File: config.mk
export PLATFORM = sky130hd
export DESIGN_NAME = y_operand_stage
export DESIGN_NICKNAME = d
export VERILOG_FILES = /design/src/rtl/y_operand_stage.sv
export SDC_FILE = /design/constraint.sdc
export NUM_CORES = 1
export LEC_CHECK = 0
export CORE_MARGIN = 2
export CORE_UTILIZATION = 39
export DETAILED_ROUTE_END_ITERATION = 8
export PLACE_DENSITY = 0.83
export SYNTH_ARGS = -nofsm -noshare
export SYNTH_HDL_FRONTEND = slang
export SYNTH_SLANG_ARGS = --single-unit
File: constraint.sdc
create_clock -name clk -period 2.35 [get_ports clk]
set_clock_uncertainty 0.1 [all_clocks]
set_input_delay 0.705 -clock clk [delete_from_list [all_inputs] [get_ports clk]]
set_output_delay 0.705 -clock clk [all_outputs]
set_load 0.01 [all_outputs]
File: src/rtl/y_operand_stage.sv
// Y-operand stage at the ID/EX boundary.
// Selects the ALU second operand from register B, shamt, zero, an extended
// immediate or a LUI-shifted immediate. B is forwarded from EX/MEM or MEM/WB.
// The result is held in a one-entry valid/ready register that supports flush.
// A saturating counter records how many accepted operands were forwarded.
module y_operand_stage #(
  parameter int          DATA_W  = 32,
  parameter logic [4:0]  ZEXT_OP = 5'b00110,
  parameter int          CNT_W   = 16
) (
  input  logic              clk,
  input  logic              rst_n,
  input  logic              in_valid,
  output logic              in_ready,
  input  logic [31:0]       instruction,
  input  logic [DATA_W-1:0] b_reg,
  input  logic [4:0]        b_num,
  input  logic [2:0]        y_sel,
  input  logic              exm_wr,
  input  logic [4:0]        exm_rd,
  input  logic [DATA_W-1:0] exm_data,
  input  logic              mwb_wr,
  input  logic [4:0]        mwb_rd,
  input  logic [DATA_W-1:0] mwb_data,
  input  logic              flush,
  output logic              y_valid,
  input  logic              y_ready,
  output logic [DATA_W-1:0] y_out,
  output logic [1:0]        y_fwd,
  output logic [CNT_W-1:0]  fwd_cnt
);

  logic              accept;
  logic [15:0]       imm;
  logic [4:0]        sh;
  logic [31:0]       lui32;
  logic              hit_exm;
  logic              hit_mwb;
  logic [DATA_W-1:0] sel_y;
  logic [1:0]        sel_fwd;
  logic              unused_instr;

  assign imm    = instruction[15:0];
  assign sh     = instruction[10:6];
  assign lui32  = {imm, 16'h0000};

  // Bits [26:16] carry register fields that this stage does not decode.
  assign unused_instr = ^instruction[26:16];

  // Register 0 is hard-wired, so it is never a forwarding target.
  assign hit_exm = exm_wr && (exm_rd == b_num) && (b_num != 5'd0);
  assign hit_mwb = mwb_wr && (mwb_rd == b_num) && (b_num != 5'd0);

  // A single stage that can refill in the same cycle it drains.
  assign in_ready = !y_valid || y_ready;
  assign accept   = in_valid && in_ready && !flush;

  // Operand selection and forwarding source for the incoming instruction.
  always_comb begin
    sel_y   = '0;
    sel_fwd = 2'd0;
    case (y_sel)
      3'd0: begin
        if (hit_exm) begin
          sel_y   = exm_data;
          sel_fwd = 2'd1;
        end else if (hit_mwb) begin
          sel_y   = mwb_data;
          sel_fwd = 2'd2;
        end else begin
          sel_y   = b_reg;
        end
      end
      3'd1: sel_y[4:0] = sh;
      3'd3: begin
        if (instruction[31:27] != ZEXT_OP) begin
          sel_y = {DATA_W{imm[15]}};
        end
        sel_y[15:0] = imm;
      end
      3'd4: begin
        sel_y       = {DATA_W{imm[15]}};
        sel_y[15:0] = imm;
      end
      3'd5: sel_y[15:0] = imm;
      3'd6: begin
        // Sign-extend the LUI result above bit 31 on wide datapaths.
        sel_y       = {DATA_W{lui32[31]}};
        sel_y[31:0] = lui32;
      end
      default: begin
        sel_y   = '0;
        sel_fwd = 2'd0;
      end
    endcase
  end

  // Pipeline register; flush outranks accept, and data holds when drained.
  always_ff @(posedge clk or negedge rst_n) begin
    if (!rst_n) begin
      y_valid <= 1'b0;
      y_out   <= '0;
      y_fwd   <= 2'd0;
    end else if (flush) begin
      y_valid <= 1'b0;
    end else if (accept) begin
      y_valid <= 1'b1;
      y_out   <= sel_y;
      y_fwd   <= sel_fwd;
    end else if (y_ready) begin
      y_valid <= 1'b0;
    end
  end

  // Forwarded-operand counter; it sticks at all-ones instead of wrapping.
  always_ff @(posedge clk or negedge rst_n) begin
    if (!rst_n) begin
      fwd_cnt <= '0;
    end else if (accept && (sel_fwd != 2'd0) && (fwd_cnt != {CNT_W{1'b1}})) begin
      fwd_cnt <= fwd_cnt + CNT_W'(1);
    end
  end

endmodule

# Yosys cells after proc, flatten, opt, wreduce, memory -nomap -nowiden
# Index checks and enable logic that the tools add are counted.
# word_totals
reg_bits,51
output_inout_bits,52
wordCells,44
# classes
add_sub_neg,1
eq_ne,9
muxes,12
bitwise_logic,1
reduce_logical,17
# op_table
op,count
$mux 32,3
$pmux 16 s4,1
$pmux 11 s2,1
$add 16x1->16 const B,1
$ne 16x16->1 const B,1
$pmux 5 s3,1
$eq 5x5->1,2
$eq 3x3->1 const B,3
$logic_and 1x1->1,8
$mux 2,3
$ne 5x3->1 const B,1
$reduce_bool 5->1,1
$eq 3x1->1 const B,1
$eq 3x2->1 const B,1
$logic_not 3->1,1
$mux 1,3
$reduce_bool 3->1,1
$reduce_or 3->1,1
$logic_not 1->1,2
$reduce_and 2->1,1
$reduce_bool 2->1,1
$logic_or 1x1->1,1
$not 1->1,1

# Logic depth before layout (Yosys ltp)
# Gate-level depths: netlist of run 1.
# logic_depth
depth_word,9
mapped_depth,8

# Worst setup path after synthesis of run 1
# OpenSTA, ideal clock, no wires.
# synth_timing
path_type,input-to-reg
start,input port mwb_rd[1]
end,register y_out[0]
arrival_time_ns,1.974
slack_ns,0.144
path_stages,7
n_path_buf,2
cell_sequence,xnor2_1 > nand4_1 > or3_1 > buf_6 > buf_6 > a221oi_2 > o22ai_1
# synth_between
elab_chain_len,6
# synth_lines
item,line,rtl
from (decl),23,"input logic [4:0] mwb_rd,"
$eq 5x5->1,52,assign hit_mwb = mwb_wr && (mwb_rd == b_num) && (b_num != 5'd0);
$logic_and 1x1->1 (2 in a row),52,
$mux 32,67,end else if (hit_mwb) begin
$mux 32,64,if (hit_exm) begin
$pmux 5 s3,62,case (y_sel)
to (signal assigned),108,y_out <= sel_y;
to (decl),28,"output logic [DATA_W-1:0] y_out,"
# No other way between the ends.
# A chain may end at the register's enable or synchronous reset.

# Final worst setup path of run 1
# layout_timing
start,input port mwb_rd[2]
end,register y_out[5]
# layout_between
elab_chain_len,6
# layout_lines
item,line
$eq 5x5->1,52
$logic_and 1x1->1 (2 in a row),52
$mux 32,67
$mux 32,64
$pmux 11 s2,62
# No other way between the ends.

==> Implementation_results.wiki, run 1 <==
{| class="wikitable"
! Metric !! Value
|-
| Category of the worst setup path capture point || register
|-
| Initial antenna violation count || 0
|-
| TritonCTS clock tree || built
|-
| Largest net degree at the start of global routing || 34
|-
| Overall die height || 98.7 µm
|-
| Starting utilization of the core area || 40.1%
|-
| Final count of negative-setup-slack endpoints || 0
|-
| Routed wire length on met3 || 1160 µm
|-
| Routed WL per cell || 20.6 µm
|-
| Number of endpoints with negative hold slack in the final report || 0
|-
| Mapped Cells || 363
|-
| Global-route wire length before repair || 21400 µm
|-
| Leading cell type in the layout, fill and taps excluded || sky130_fd_sc_hd__clkdlybuf4s50_1
|-
| Crit path max-delay family || simple AND/OR/NAND/NOR gates
|-
| Core Region || 0.00872 mm²
|-
| Internal portion of total power || 1.94 mW
|-
| Vias in the first global route || 4181
|-
| Number of max-cap violations || 0
|-
| Sequential element share of the synthesized area || 36.5%
|-
| Class of the worst hold path || in -> async
|-
| Post-Synthesis Cell Area || 0.00350 mm²
|-
| Number of levels in the clock H-tree || 2
|-
| Fillcell total || 641
|-
| Final worst-path cycle share || 98.9%
|-
| Antenna diode count || 0
|-
| Worst slew pin tran || 0.492 ns
|-
| Total Die Area || 0.00975 mm²
|-
| Total global routing overflow || 0
|-
| First-pass iteration count of the detailed router || 4
|-
| Worst IR drop on VDD || 332 µV
|-
| Routed Antenna Nets || 0
|-
| Power, Total || 2.66 mW
|-
| Detailed placement HPWL || 10100 µm
|-
| Final slew viol count || 0
|-
| Synthesized net count || 517
|-
| CTS Root Buffer Type || sky130_fd_sc_hd__clkbuf_8
|-
| Met2 wire length || 7580 µm
|-
| Flip-flop and latch count after synthesis || 51
|-
| Overall routed net length || 14400 µm
|-
| Number of synthesis warnings || 0
|-
| Maximum fanout along the worst path || 8
|-
| Clock network fraction of design power || 27.9%
|-
| Highest layer used for signal routing || met4
|-
| Setup TNS Final || 0 ns
|-
| Synth-to-layout area growth || 80.5%
|-
| Combinational share of power || 34.1%
|-
| Cell Chain, Critical Path || dlygate4sd2_1, xnor2_1, nand4_1, or3_4, buf_16, a221oi_2, o21ai_0
|-
| Smallest hold slack || 0.239 ns
|-
| CP max stage delay || 0.51 ns
|-
| Data required time of the critical path || 2.44 ns
|-
| Net Sw Power || 0.716 mW
|-
| Final period demand of the worst path || 2.32 ns
|-
| Overall routing resource usage || 27.8%
|-
| Commonest cells after routing, fill and taps aside || sky130_fd_sc_hd__clkdlybuf4s50_1 (178), sky130_fd_sc_hd__dfrtp_1 (51), sky130_fd_sc_hd__buf_4 (42)
|-
| Relative slew slack || 67.2%
|-
| Worst setup slack after layout || 0.0255 ns
|-
| Max frequency || 0.430 GHz
|-
| Most frequently used flop master after synthesis || sky130_fd_sc_hd__dfrtp_1
|-
| Remaining design rule violation count || 0
|-
| Post-route met1 wirelength || 5120 µm
|-
| Number of placement rows || 34
|-
| Critical Path Start Type || input port
|-
| Result of the run || finished, final reports clean
|-
| Detailed Route Iter0 Violations || 262
|-
| Count of boundary I/O pins || 205
|-
| Kind of critical path || in -> reg
|-
| Number of sinks driven by the clock tree || 51
|-
| Static leakage power || 2.40 nW
|-
| Library cells used by synthesis || 41
|-
| Clock Tree Buf Depth || 2
|-
| Number of standard cells in the final layout excluding fillers || 699
|-
| Last weighted congestion value of the routability-driven placer || 0.864
|-
| Number of cells after detailed placement || 678
|-
| Number of vias per cell after detailed routing || 5.86
|-
| Via Count || 4096
|-
| Final design area excluding fillers || 0.00632 mm²
|-
| DIE WIDTH || 98.7 µm
|-
| Number of synthesized flops with an enable pin || 0
|-
| Final cell utilization of the core || 72.5%
|-
| FFs w/ async S/R, synth || 100%
|-
| Final net count || 744
|-
| DP Area || 0.00584 mm²
|-
| Part of the total power dissipated in sequential elements || 38.0%
|-
| Share of post-route cells with drive strength above 1 || 20.3%
|-
| Clock buffers created by TritonCTS || 5
|-
| Clock transition at the registers of the reported paths || 0.10 ns
|-
| Post-placement setup slack || -0.697 ns
|-
| Pwr/cell area || 421 mW/mm²
|-
| Setup repair after global routing missed its margin || yes
|-
| WP data arrival || 2.41 ns
|-
| Worst path buffer plus inverter count || 2
|-
| Cell with the largest stage delay on the worst path || sky130_fd_sc_hd__or3_4
|-
| Port bufs || 193
|-
| Post-Synthesis Mean Instance Area || 9.64 µm²
|-
| Sw Share || 26.9%
|-
| Clock Latency Late Sink || 0.31 ns
|}
cells by family after synthesis:
logic type | share of synthesized area (%)
buffers and inverters | 5.04
flip-flops | 36.5
AND/OR/NAND/NOR | 18.6
XOR/XNOR | 6.25
AO/OA/AOI/OAI | 31.5
multiplexers | 1.82
adder cells (fa/ha/maj) | 0.357
Yosys cell counts, types with 11 or more instances:
cell type / instances / share of area, %
sky130_fd_sc_hd__dfrtp_1: 51 / 36
sky130_fd_sc_hd__and2_1: 35 / 6.3
sky130_fd_sc_hd__a221oi_2: 30 / 13
sky130_fd_sc_hd__o21ai_1: 30 / 4.3
sky130_fd_sc_hd__o21ai_0: 29 / 4.1
sky130_fd_sc_hd__xnor2_1: 25 / 6.3
sky130_fd_sc_hd__a221oi_1: 19 / 4.8
sky130_fd_sc_hd__nor2_1: 17 / 1.8
sky130_fd_sc_hd__nand4_1: 14 / 2.5
sky130_fd_sc_hd__a22oi_1: 11 / 2.4
sky130_fd_sc_hd__clkbuf_1: 11 / 1.2
sky130_fd_sc_hd__nand2_1: 11 / 1.2
worst paths after layout:
kind,from,to,slack [ns],cells after the start
hold reg to reg,fwd_cnt[0],fwd_cnt[0],0.42,1
max in group asynchronous,rst_n,y_out[26],1.25,2
hold / removal,rst_n,fwd_cnt[0],0.24,1
setup reg to reg,fwd_cnt[8],fwd_cnt[1],0.42,5
min in group clk,fwd_cnt[0],fwd_cnt[0],0.42,1
setup / recovery,mwb_rd[2],y_out[5],0.03,7
final cells by class:
type / count / area (µm²) / area share [%]
multi-input cells: 278 / 2250 / 35.6
well taps: 108 / 135 / 2.14
clock inverters: 2 / 60.1 / 0.950
repair buffers: 250 / 2510 / 39.8
inverters: 4 / 15.0 / 0.238
flip-flops and latches: 51 / 1280 / 20.2
clock buffers: 6 / 72.6 / 1.15
state kept, by name (all words and copies together) (netlist names):
| name | flops |
|---|---|
| y_out | 32 |
| fwd_cnt | 16 |
| y_valid | 1 |
| y_fwd | 2 |
what timing repair did:
action,4_1_cts,5_1_grt
setup buffers,4,2
cloned,5,2
hold buffers,0,0
pin swaps,19,22
resized for setup,32,25
endpoints found under the setup margin,49,45
power groups by stage:
stage | clock (mW) | combinational (mW) | sequential [mW]
2_1_floorplan | 0 | 0.256 | 1.06
3_3_place_gp | 0 | 0.834 | 1.02
3_5_place_dp | 0 | 0.851 | 1.03
4_1_cts | 0.752 | 0.873 | 1.01
5_1_grt | 0.777 | 0.960 | 1.02
6_report | 0.743 | 0.906 | 1.01
metal layers:
layer,vias to the layer above,global-route usage (%)
met5,-,0
met4,0,9.59
met3,46,6.60
met2,204,51.4
met1,1990,30.9
li1,1856,-
No activity file was read; power rests on OpenSTA's default activity.
==> run 2, diff against run 1 <==
--- a/config.mk
+++ b/config.mk
@@ -7,6 +7,7 @@
 export LEC_CHECK = 0
 export CORE_MARGIN = 2
 export CORE_UTILIZATION = 39
+export CTS_BUF_LIST = sky130_fd_sc_hd__clkbuf_2 sky130_fd_sc_hd__clkbuf_4 sky130_fd_sc_hd__clkbuf_8
 export DETAILED_ROUTE_END_ITERATION = 8
 export PLACE_DENSITY = 0.83
 export SYNTH_ARGS = -nofsm -noshare
==> run 2 against run 1 <==
Against the previous run: sequential power about the same; first-iteration DRC count up 3.8%; design area is essentially flat; sequential share of layout area hardly changed; largest power group unchanged; flip-flop and latch count did not move; wire length increased by 0.88%; global-route usage about the same; power rose by 0.55%.
==> Implementation_results.wiki, run 2 (same netlist as run 1, synthesis figures left out) <==
{| class="wikitable"
! Metric !! Value
|-
| Clock Latency Late Sink || 0.31 ns (about the same)
|-
| Overall routing resource usage || 27.8% (about the same)
|-
| First-pass iteration count of the detailed router || 5 (+1)
|-
| Last weighted congestion value of the routability-driven placer || 0.864 (unchanged)
|-
| Antenna diode count || 0 (unchanged)
|-
| WP data arrival || 2.41 ns (about the same)
|-
| Number of sinks driven by the clock tree || 51 (unchanged)
|-
| Sw Share || 26.9% (about the same)
|-
| Clock buffers created by TritonCTS || 5 (unchanged)
|-
| Largest net degree at the start of global routing || 34 (unchanged)
|-
| Global-route wire length before repair || 21400 µm (about the same)
|-
| Combinational share of power || 33.9% (-0.2 points)
|-
| Clock transition at the registers of the reported paths || 0.10 ns (about the same)
|-
| Crit path max-delay family || simple AND/OR/NAND/NOR gates
|-
| Starting utilization of the core area || 40.1% (unchanged)
|-
| Net Sw Power || 0.720 mW (+0.48%)
|-
| Registers with the most flip-flops || y_out: 32 flops, fwd_cnt: 16 flops, y_fwd: 2 flops
|-
| Worst IR drop on VDD || 333 µV (+0.17%)
|-
| Worst path buffer plus inverter count || 2 (unchanged)
|-
| Class of the worst hold path || in -> async
|-
| Leading cell type in the layout, fill and taps excluded || sky130_fd_sc_hd__clkdlybuf4s50_1
|-
| Initial antenna violation count || 0 (unchanged)
|-
| Power, Total || 2.67 mW (+0.55%)
|-
| Commonest cells after routing, fill and taps aside || sky130_fd_sc_hd__clkdlybuf4s50_1 (178), sky130_fd_sc_hd__dfrtp_1 (51), sky130_fd_sc_hd__buf_4 (42)
|-
| Part of the total power dissipated in sequential elements || 37.8% (-0.2 points)
|-
| Fillcell total || 641 (unchanged)
|-
| Final slew viol count || 0 (unchanged)
|-
| Data required time of the critical path || 2.44 ns (about the same)
|-
| CP max stage delay || 0.51 ns (about the same)
|-
| Routed WL per cell || 20.8 µm (+0.88%)
|-
| Static leakage power || 2.40 nW (+0.14%)
|-
| Overall routed net length || 14500 µm (+0.88%)
|-
| Synth-to-layout area growth || 80.5% (about the same)
|-
| Worst Reg-to-Reg Cells || 5 (unchanged)
|-
| TritonCTS clock tree || built
|-
| Pwr/cell area || 423 mW/mm² (+0.57%)
|-
| Total Die Area || 0.00975 mm² (unchanged)
|-
| Maximum fanout along the worst path || 8 (unchanged)
|-
| Overall die height || 98.7 µm (unchanged)
|-
| Final period demand of the worst path || 2.32 ns (-0.00130 ns)
|-
| Number of placement rows || 34 (unchanged)
|-
| Kind of critical path || in -> reg
|-
| Final worst-path cycle share || 98.9% (about the same)
|-
| Number of standard cells in the final layout excluding fillers || 699 (unchanged)
|-
| Routed Antenna Nets || 0 (unchanged)
|-
| Clock network fraction of design power || 28.3% (+0.4 points)
|-
| Cell with the largest stage delay on the worst path || sky130_fd_sc_hd__or3_4
|-
| Post-placement setup slack || -0.697 ns (unchanged)
|-
| Clock Tree Buf Depth || 2 (unchanged)
|-
| Category of the worst setup path capture point || register
|-
| Remaining design rule violation count || 0 (unchanged)
|-
| Vias in the first global route || 4182 (+0.024%)
|-
| Result of the run || finished, final reports clean
|-
| Number of levels in the clock H-tree || 2 (unchanged)
|-
| Core Region || 0.00872 mm² (unchanged)
|-
| Internal portion of total power || 1.95 mW (+0.57%)
|-
| Via Count || 4103 (+0.17%)
|-
| Number of endpoints with negative hold slack in the final report || 0 (unchanged)
|-
| Total global routing overflow || 0 (unchanged)
|-
| Detailed Route Iter0 Violations || 272 (+3.8%)
|-
| Number of vias per cell after detailed routing || 5.87 (+0.17%)
|-
| CTS Root Buffer Type || sky130_fd_sc_hd__clkbuf_8
|-
| Most flop-heavy register || y_out
|-
| Cell Chain, Critical Path || dlygate4sd2_1, xnor2_1, nand4_1, or3_4, buf_16, a221oi_2, o21ai_0
|-
| Port bufs || 193 (unchanged)
|-
| Max frequency || 0.430 GHz (about the same)
|-
| Max FFs per register || 32 (unchanged)
|-
| Relative slew slack || 68.0% (+0.79 points)
|-
| Setup repair after global routing missed its margin || yes
|-
| Final net count || 744 (unchanged)
|-
| Worst setup slack after layout || 0.0268 ns (+0.00130 ns)
|-
| Worst slew pin tran || 0.476 ns (-0.0163 ns)
|-
| Detailed placement HPWL || 10100 µm (unchanged)
|-
| DIE WIDTH || 98.7 µm (unchanged)
|-
| Number of cells after detailed placement || 678 (unchanged)
|-
| Final count of negative-setup-slack endpoints || 0 (unchanged)
|-
| Critical Path Stages || 7 (unchanged)
|-
| Critical Path Start Type || input port
|-
| Count of boundary I/O pins || 205 (unchanged)
|-
| Number of max-cap violations || 0 (unchanged)
|-
| Share of post-route cells with drive strength above 1 || 20.5% (+0.17 points)
|}
## run 2: cell counts in the layout (fill, tap and decap cells not counted)
No cell type changed its count.
## run 2: final timing paths
path / from / endpoint / slack (ns)
setup / recovery: mwb_rd[2] / y_out[5] / 0.03
hold / removal: rst_n / fwd_cnt[3] / 0.24
setup reg to reg: fwd_cnt[9] / fwd_cnt[1] / 0.41
hold reg to reg: fwd_cnt[0] / fwd_cnt[0] / 0.43
max in group asynchronous: rst_n / y_out[26] / 1.24
min in group clk: fwd_cnt[0] / fwd_cnt[0] / 0.43
## run 2: repair_timing
action | in CTS | in global routing
pin swaps | 19 | 20
buffers inserted | 4 | 2
hold buffers | 0 | 0
gates cloned | 5 | 2
setup endpoints to repair | 49 | 45
gates resized for setup | 32 | 24
## run 2: per-layer routing
layer  up-vias  part of all wire [%]  global-route usage, %
li1       1852                     -                      -
met1      2008                    37                   30.9
met2       202                    53                   51.5
met3        41                   7.5                   6.60
met4         0                   3.3                   9.59
met5         -                     0                      0
## run 2: power groups by stage
stage                     Clock (mW)  Combinational, mW  Sequential [mW]
after floorplan                    0              0.256             1.06
after global placement             0              0.834             1.02
after detailed placement           0              0.851             1.03
after CTS                      0.764              0.873             1.01
after global routing           0.789              0.959             1.02
final                          0.756              0.907             1.01
## run 2: final cells by class
type	instances	area (µm²)	share of cell area [%]
timing repair buffer	250	2510	39.8
sequential	51	1280	20.2
tap	108	135	2.14
inverter	4	15.0	0.238
multi-input combinational	278	2240	35.5
clock buffer	6	76.3	1.21
clock inverter	2	60.1	0.950
## run 2: through the flow
step	utilization, %	TNS (ns)	hold WS, ns	cell area (µm²)
finish	72.5	0	0.236	6320
floorplan	-	0	0.309	3500
CTS	70.5	0	0.244	6150
detailed placement	66.9	-26.54	0.391	5840
global route	72.5	-0.135	0.258	6320
global placement	66.9	-23.65	0.376	5840
## run 2: worst register-to-register path: stages (launching register included)
cell	delay (ns)
sky130_fd_sc_hd__dfrtp_1	0.47
sky130_fd_sc_hd__nand4_1	0.22
sky130_fd_sc_hd__nor4_1	0.50
sky130_fd_sc_hd__nor4_4	0.09
sky130_fd_sc_hd__nand2_1	0.13
sky130_fd_sc_hd__mux2_1	0.32
==> run 3, diff against run 2 <==
--- a/config.mk
+++ b/config.mk
@@ -5,10 +5,12 @@
 export SDC_FILE = /design/constraint.sdc
 export NUM_CORES = 1
 export LEC_CHECK = 0
+export CORE_ASPECT_RATIO = 0.6
 export CORE_MARGIN = 2
 export CORE_UTILIZATION = 39
 export CTS_BUF_LIST = sky130_fd_sc_hd__clkbuf_2 sky130_fd_sc_hd__clkbuf_4 sky130_fd_sc_hd__clkbuf_8
 export DETAILED_ROUTE_END_ITERATION = 8
+export GPL_TIMING_DRIVEN = 0
 export PLACE_DENSITY = 0.83
 export SYNTH_ARGS = -nofsm -noshare
 export SYNTH_HDL_FRONTEND = slang
==> run 3 against run 2 <==
Against the previous run: die area increased by 0.26%; setup slack improved by 0.0070 ns; cell count decreased by 0.43%; combinational power decreased by 3.9%; sequential power about the same; power decreased by 5.9%; via count decreased by 1.6%; critical path type unchanged; largest cell class unchanged.
==> Implementation_results.wiki, run 3 (same netlist as run 1, synthesis figures left out) <==
{| class="wikitable"
! Metric !! Value
|-
| Result of the run || finished, final reports clean
|-
| Critical Path Start Type || input port
|-
| Via Count || 4037 (-1.6%)
|-
| Total global routing overflow || 0 (unchanged)
|-
| Overall die height || 77.4 µm (-22%)
|-
| Part of the total power dissipated in sequential elements || 40.1% (+2.3 points)
|-
| Final slew viol count || 0 (unchanged)
|-
| DIE WIDTH || 126 µm (+28%)
|-
| Final period demand of the worst path || 2.32 ns (-0.00700 ns)
|-
| Maximum fanout along the worst path || 6 (-2)
|-
| Clock network fraction of design power || 25.2% (-3.1 points)
|-
| Worst setup slack after layout || 0.0338 ns (+0.00700 ns)
|-
| Worst slew pin tran || 0.452 ns (-0.0241 ns)
|-
| TritonCTS clock tree || built
|-
| Number of standard cells in the final layout excluding fillers || 696 (-0.43%)
|-
| Most flop-heavy register || y_out
|-
| Kind of critical path || in -> reg
|-
| Clock transition at the registers of the reported paths || 0.10 ns (about the same)
|-
| Setup TNS Final || 0 ns (unchanged)
|-
| Power, Total || 2.52 mW (-5.9%)
|-
| Clock Latency Late Sink || 0.30 ns (about the same)
|-
| Relative slew slack || 69.8% (+1.8 points)
|-
| Leading cell type in the layout, fill and taps excluded || sky130_fd_sc_hd__clkdlybuf4s50_1
|-
| Total Die Area || 0.00978 mm² (+0.26%)
|-
| Number of sinks driven by the clock tree || 51 (unchanged)
|-
| Pwr/cell area || 412 mW/mm² (-2.6%)
|-
| Overall routing resource usage || 29.0% (+1.2 points)
|-
| Initial antenna violation count || 0 (unchanged)
|-
| Internal portion of total power || 1.82 mW (-7.0%)
|-
| Post-placement setup slack || -0.793 ns (-0.0957 ns)
|-
| Max FFs per register || 32 (unchanged)
|-
| Reg-to-reg startpoint || fwd_cnt[0]
|-
| WP data arrival || 2.40 ns (about the same)
|-
| Routed WL per cell || 20.4 µm (-1.6%)
|-
| Final worst-path cycle share || 98.6% (-0.30 points)
|-
| CTS Root Buffer Type || sky130_fd_sc_hd__clkbuf_8
|-
| Overall routed net length || 14200 µm (-2.1%)
|-
| Global-route wire length before repair || 22300 µm (+4.3%)
|-
| Number of endpoints with negative hold slack in the final report || 0 (unchanged)
|-
| Worst reg-to-reg setup slack || 0.27 ns (-0.14 ns)
|-
| Final count of negative-setup-slack endpoints || 0 (unchanged)
|-
| Data required time of the critical path || 2.43 ns (about the same)
|-
| Final net count || 738 (-0.81%)
|-
| Count of boundary I/O pins || 205 (unchanged)
|-
| Static leakage power || 2.33 nW (-3.1%)
|-
| Number of vias per cell after detailed routing || 5.80 (-1.2%)
|-
| Number of cells after detailed placement || 669 (-1.3%)
|-
| Detailed Route Iter0 Violations || 248 (-8.8%)
|-
| Largest net degree at the start of global routing || 35 (+2.9%)
|-
| Port bufs || 193 (unchanged)
|-
| Clock Tree Buf Depth || 2 (unchanged)
|-
| Synth-to-layout area growth || 74.3%
|-
| Share of post-route cells with drive strength above 1 || 19.7% (-0.78 points)
|-
| Number of placement rows || 26 (-24%)
|-
| Detailed placement HPWL || 10900 µm (+8.1%)
|-
| Combinational share of power || 34.7% (+0.8 points)
|-
| Starting utilization of the core area || 40.6% (+0.47 points)
|-
| Class of the worst hold path || in -> async
|-
| Category of the worst setup path capture point || register
|-
| Vias in the first global route || 4060 (-2.9%)
|-
| Last weighted congestion value of the routability-driven placer || 0.888 (+2.8%)
|-
| Net Sw Power || 0.700 mW (-2.8%)
|-
| Remaining design rule violation count || 0 (unchanged)
|-
| Commonest cells after routing, fill and taps aside || sky130_fd_sc_hd__clkdlybuf4s50_1 (174), sky130_fd_sc_hd__dfrtp_1 (51), sky130_fd_sc_hd__o21ai_1 (46)
|-
| Routed Antenna Nets || 0 (unchanged)
|-
| Worst IR drop on VDD || 253 µV (-24%)
|-
| First-pass iteration count of the detailed router || 6 (+1)
|-
| Clock buffers created by TritonCTS || 5 (unchanged)
|-
| Max frequency || 0.432 GHz (+0.30%)
|-
| Core Region || 0.00862 mm² (-1.1%)
|-
| Number of max-cap violations || 0 (unchanged)
|-
| Worst Reg-to-Reg Cells || 7 (+2)
|-
| Antenna diode count || 0 (unchanged)
|-
| R2R Path End || fwd_cnt[1]
|-
| Sw Share || 27.8% (+0.88 points)
|-
| Registers with the most flip-flops || y_out: 32 flops, fwd_cnt: 16 flops, y_fwd: 2 flops
|-
| Number of levels in the clock H-tree || 2 (unchanged)
|}
[run 3: repair_timing]
item | 4_1_cts | 5_1_grt
resized for setup | 63 | 60
pin swaps | 41 | 21
cloned | 2 | 1
hold buffers | 0 | 0
endpoints found under the setup margin | 51 | 46
buffers inserted | 12 | 8
[run 3: stage by stage]
stage	hold slack, ns	area (µm²)	util [%]
after detailed placement	0.397	5590	64.8
after global routing	0.256	6100	70.8
after CTS	0.238	6010	69.7
after floorplan	0.309	3500	-
final	0.231	6100	70.8
after global placement	0.383	5570	64.6
[run 3: worst max-delay path, stage by stage]
cell,delay [ns]
sky130_fd_sc_hd__dlygate4sd2_1,0.24
sky130_fd_sc_hd__xnor2_1,0.19
sky130_fd_sc_hd__nand4_1,0.16
sky130_fd_sc_hd__or3_4,0.52
sky130_fd_sc_hd__buf_12,0.19
sky130_fd_sc_hd__a221oi_4,0.31
sky130_fd_sc_hd__o21ai_1,0.09
[run 3: worst max path at each step]
stage / from / slack, ns / endpoint
finish: mwb_rd[2] / 0.03 / y_out[16]
global route: mwb_rd[2] / -0.04 / y_out[15]
CTS: exm_rd[1] / -0.05 / y_out[6]
detailed placement: flush / -0.79 / y_out[29]
global placement: rst_n / -1.16 / y_out[9]
floorplan: mwb_rd[1] / 0.14 / y_out[0]
[run 3: cell type report]
type,count,area [µm²]
Clock inverter,1,30.0
Timing Repair Buffer,215,2120
Fill cell,635,2520
Tap cell,112,140
Clock buffer,6,76.3
Inverter,4,15.0
Sequential cell,51,1280
Multi-Input combinational cell,278,2220
Buffer,29,229
[run 3: power by group through the flow]
stage / registers (mW) / logic [mW] / clock network, mW
2_1_floorplan: 1.06 / 0.256 / 0
3_3_place_gp: 1.02 / 0.800 / 0
3_5_place_dp: 1.03 / 0.816 / 0
4_1_cts: 1.01 / 0.858 / 0.635
5_1_grt: 1.02 / 0.928 / 0.667
6_report: 1.01 / 0.872 / 0.633
[run 3: metal layers]
layer	global-route usage, %	up-vias	routed length (µm)
li1	-	1852	-
met1	41.7	1935	6210
met2	45.3	228	6430
met3	5.59	22	1320
met4	7.03	0	247
met5	0	-	0
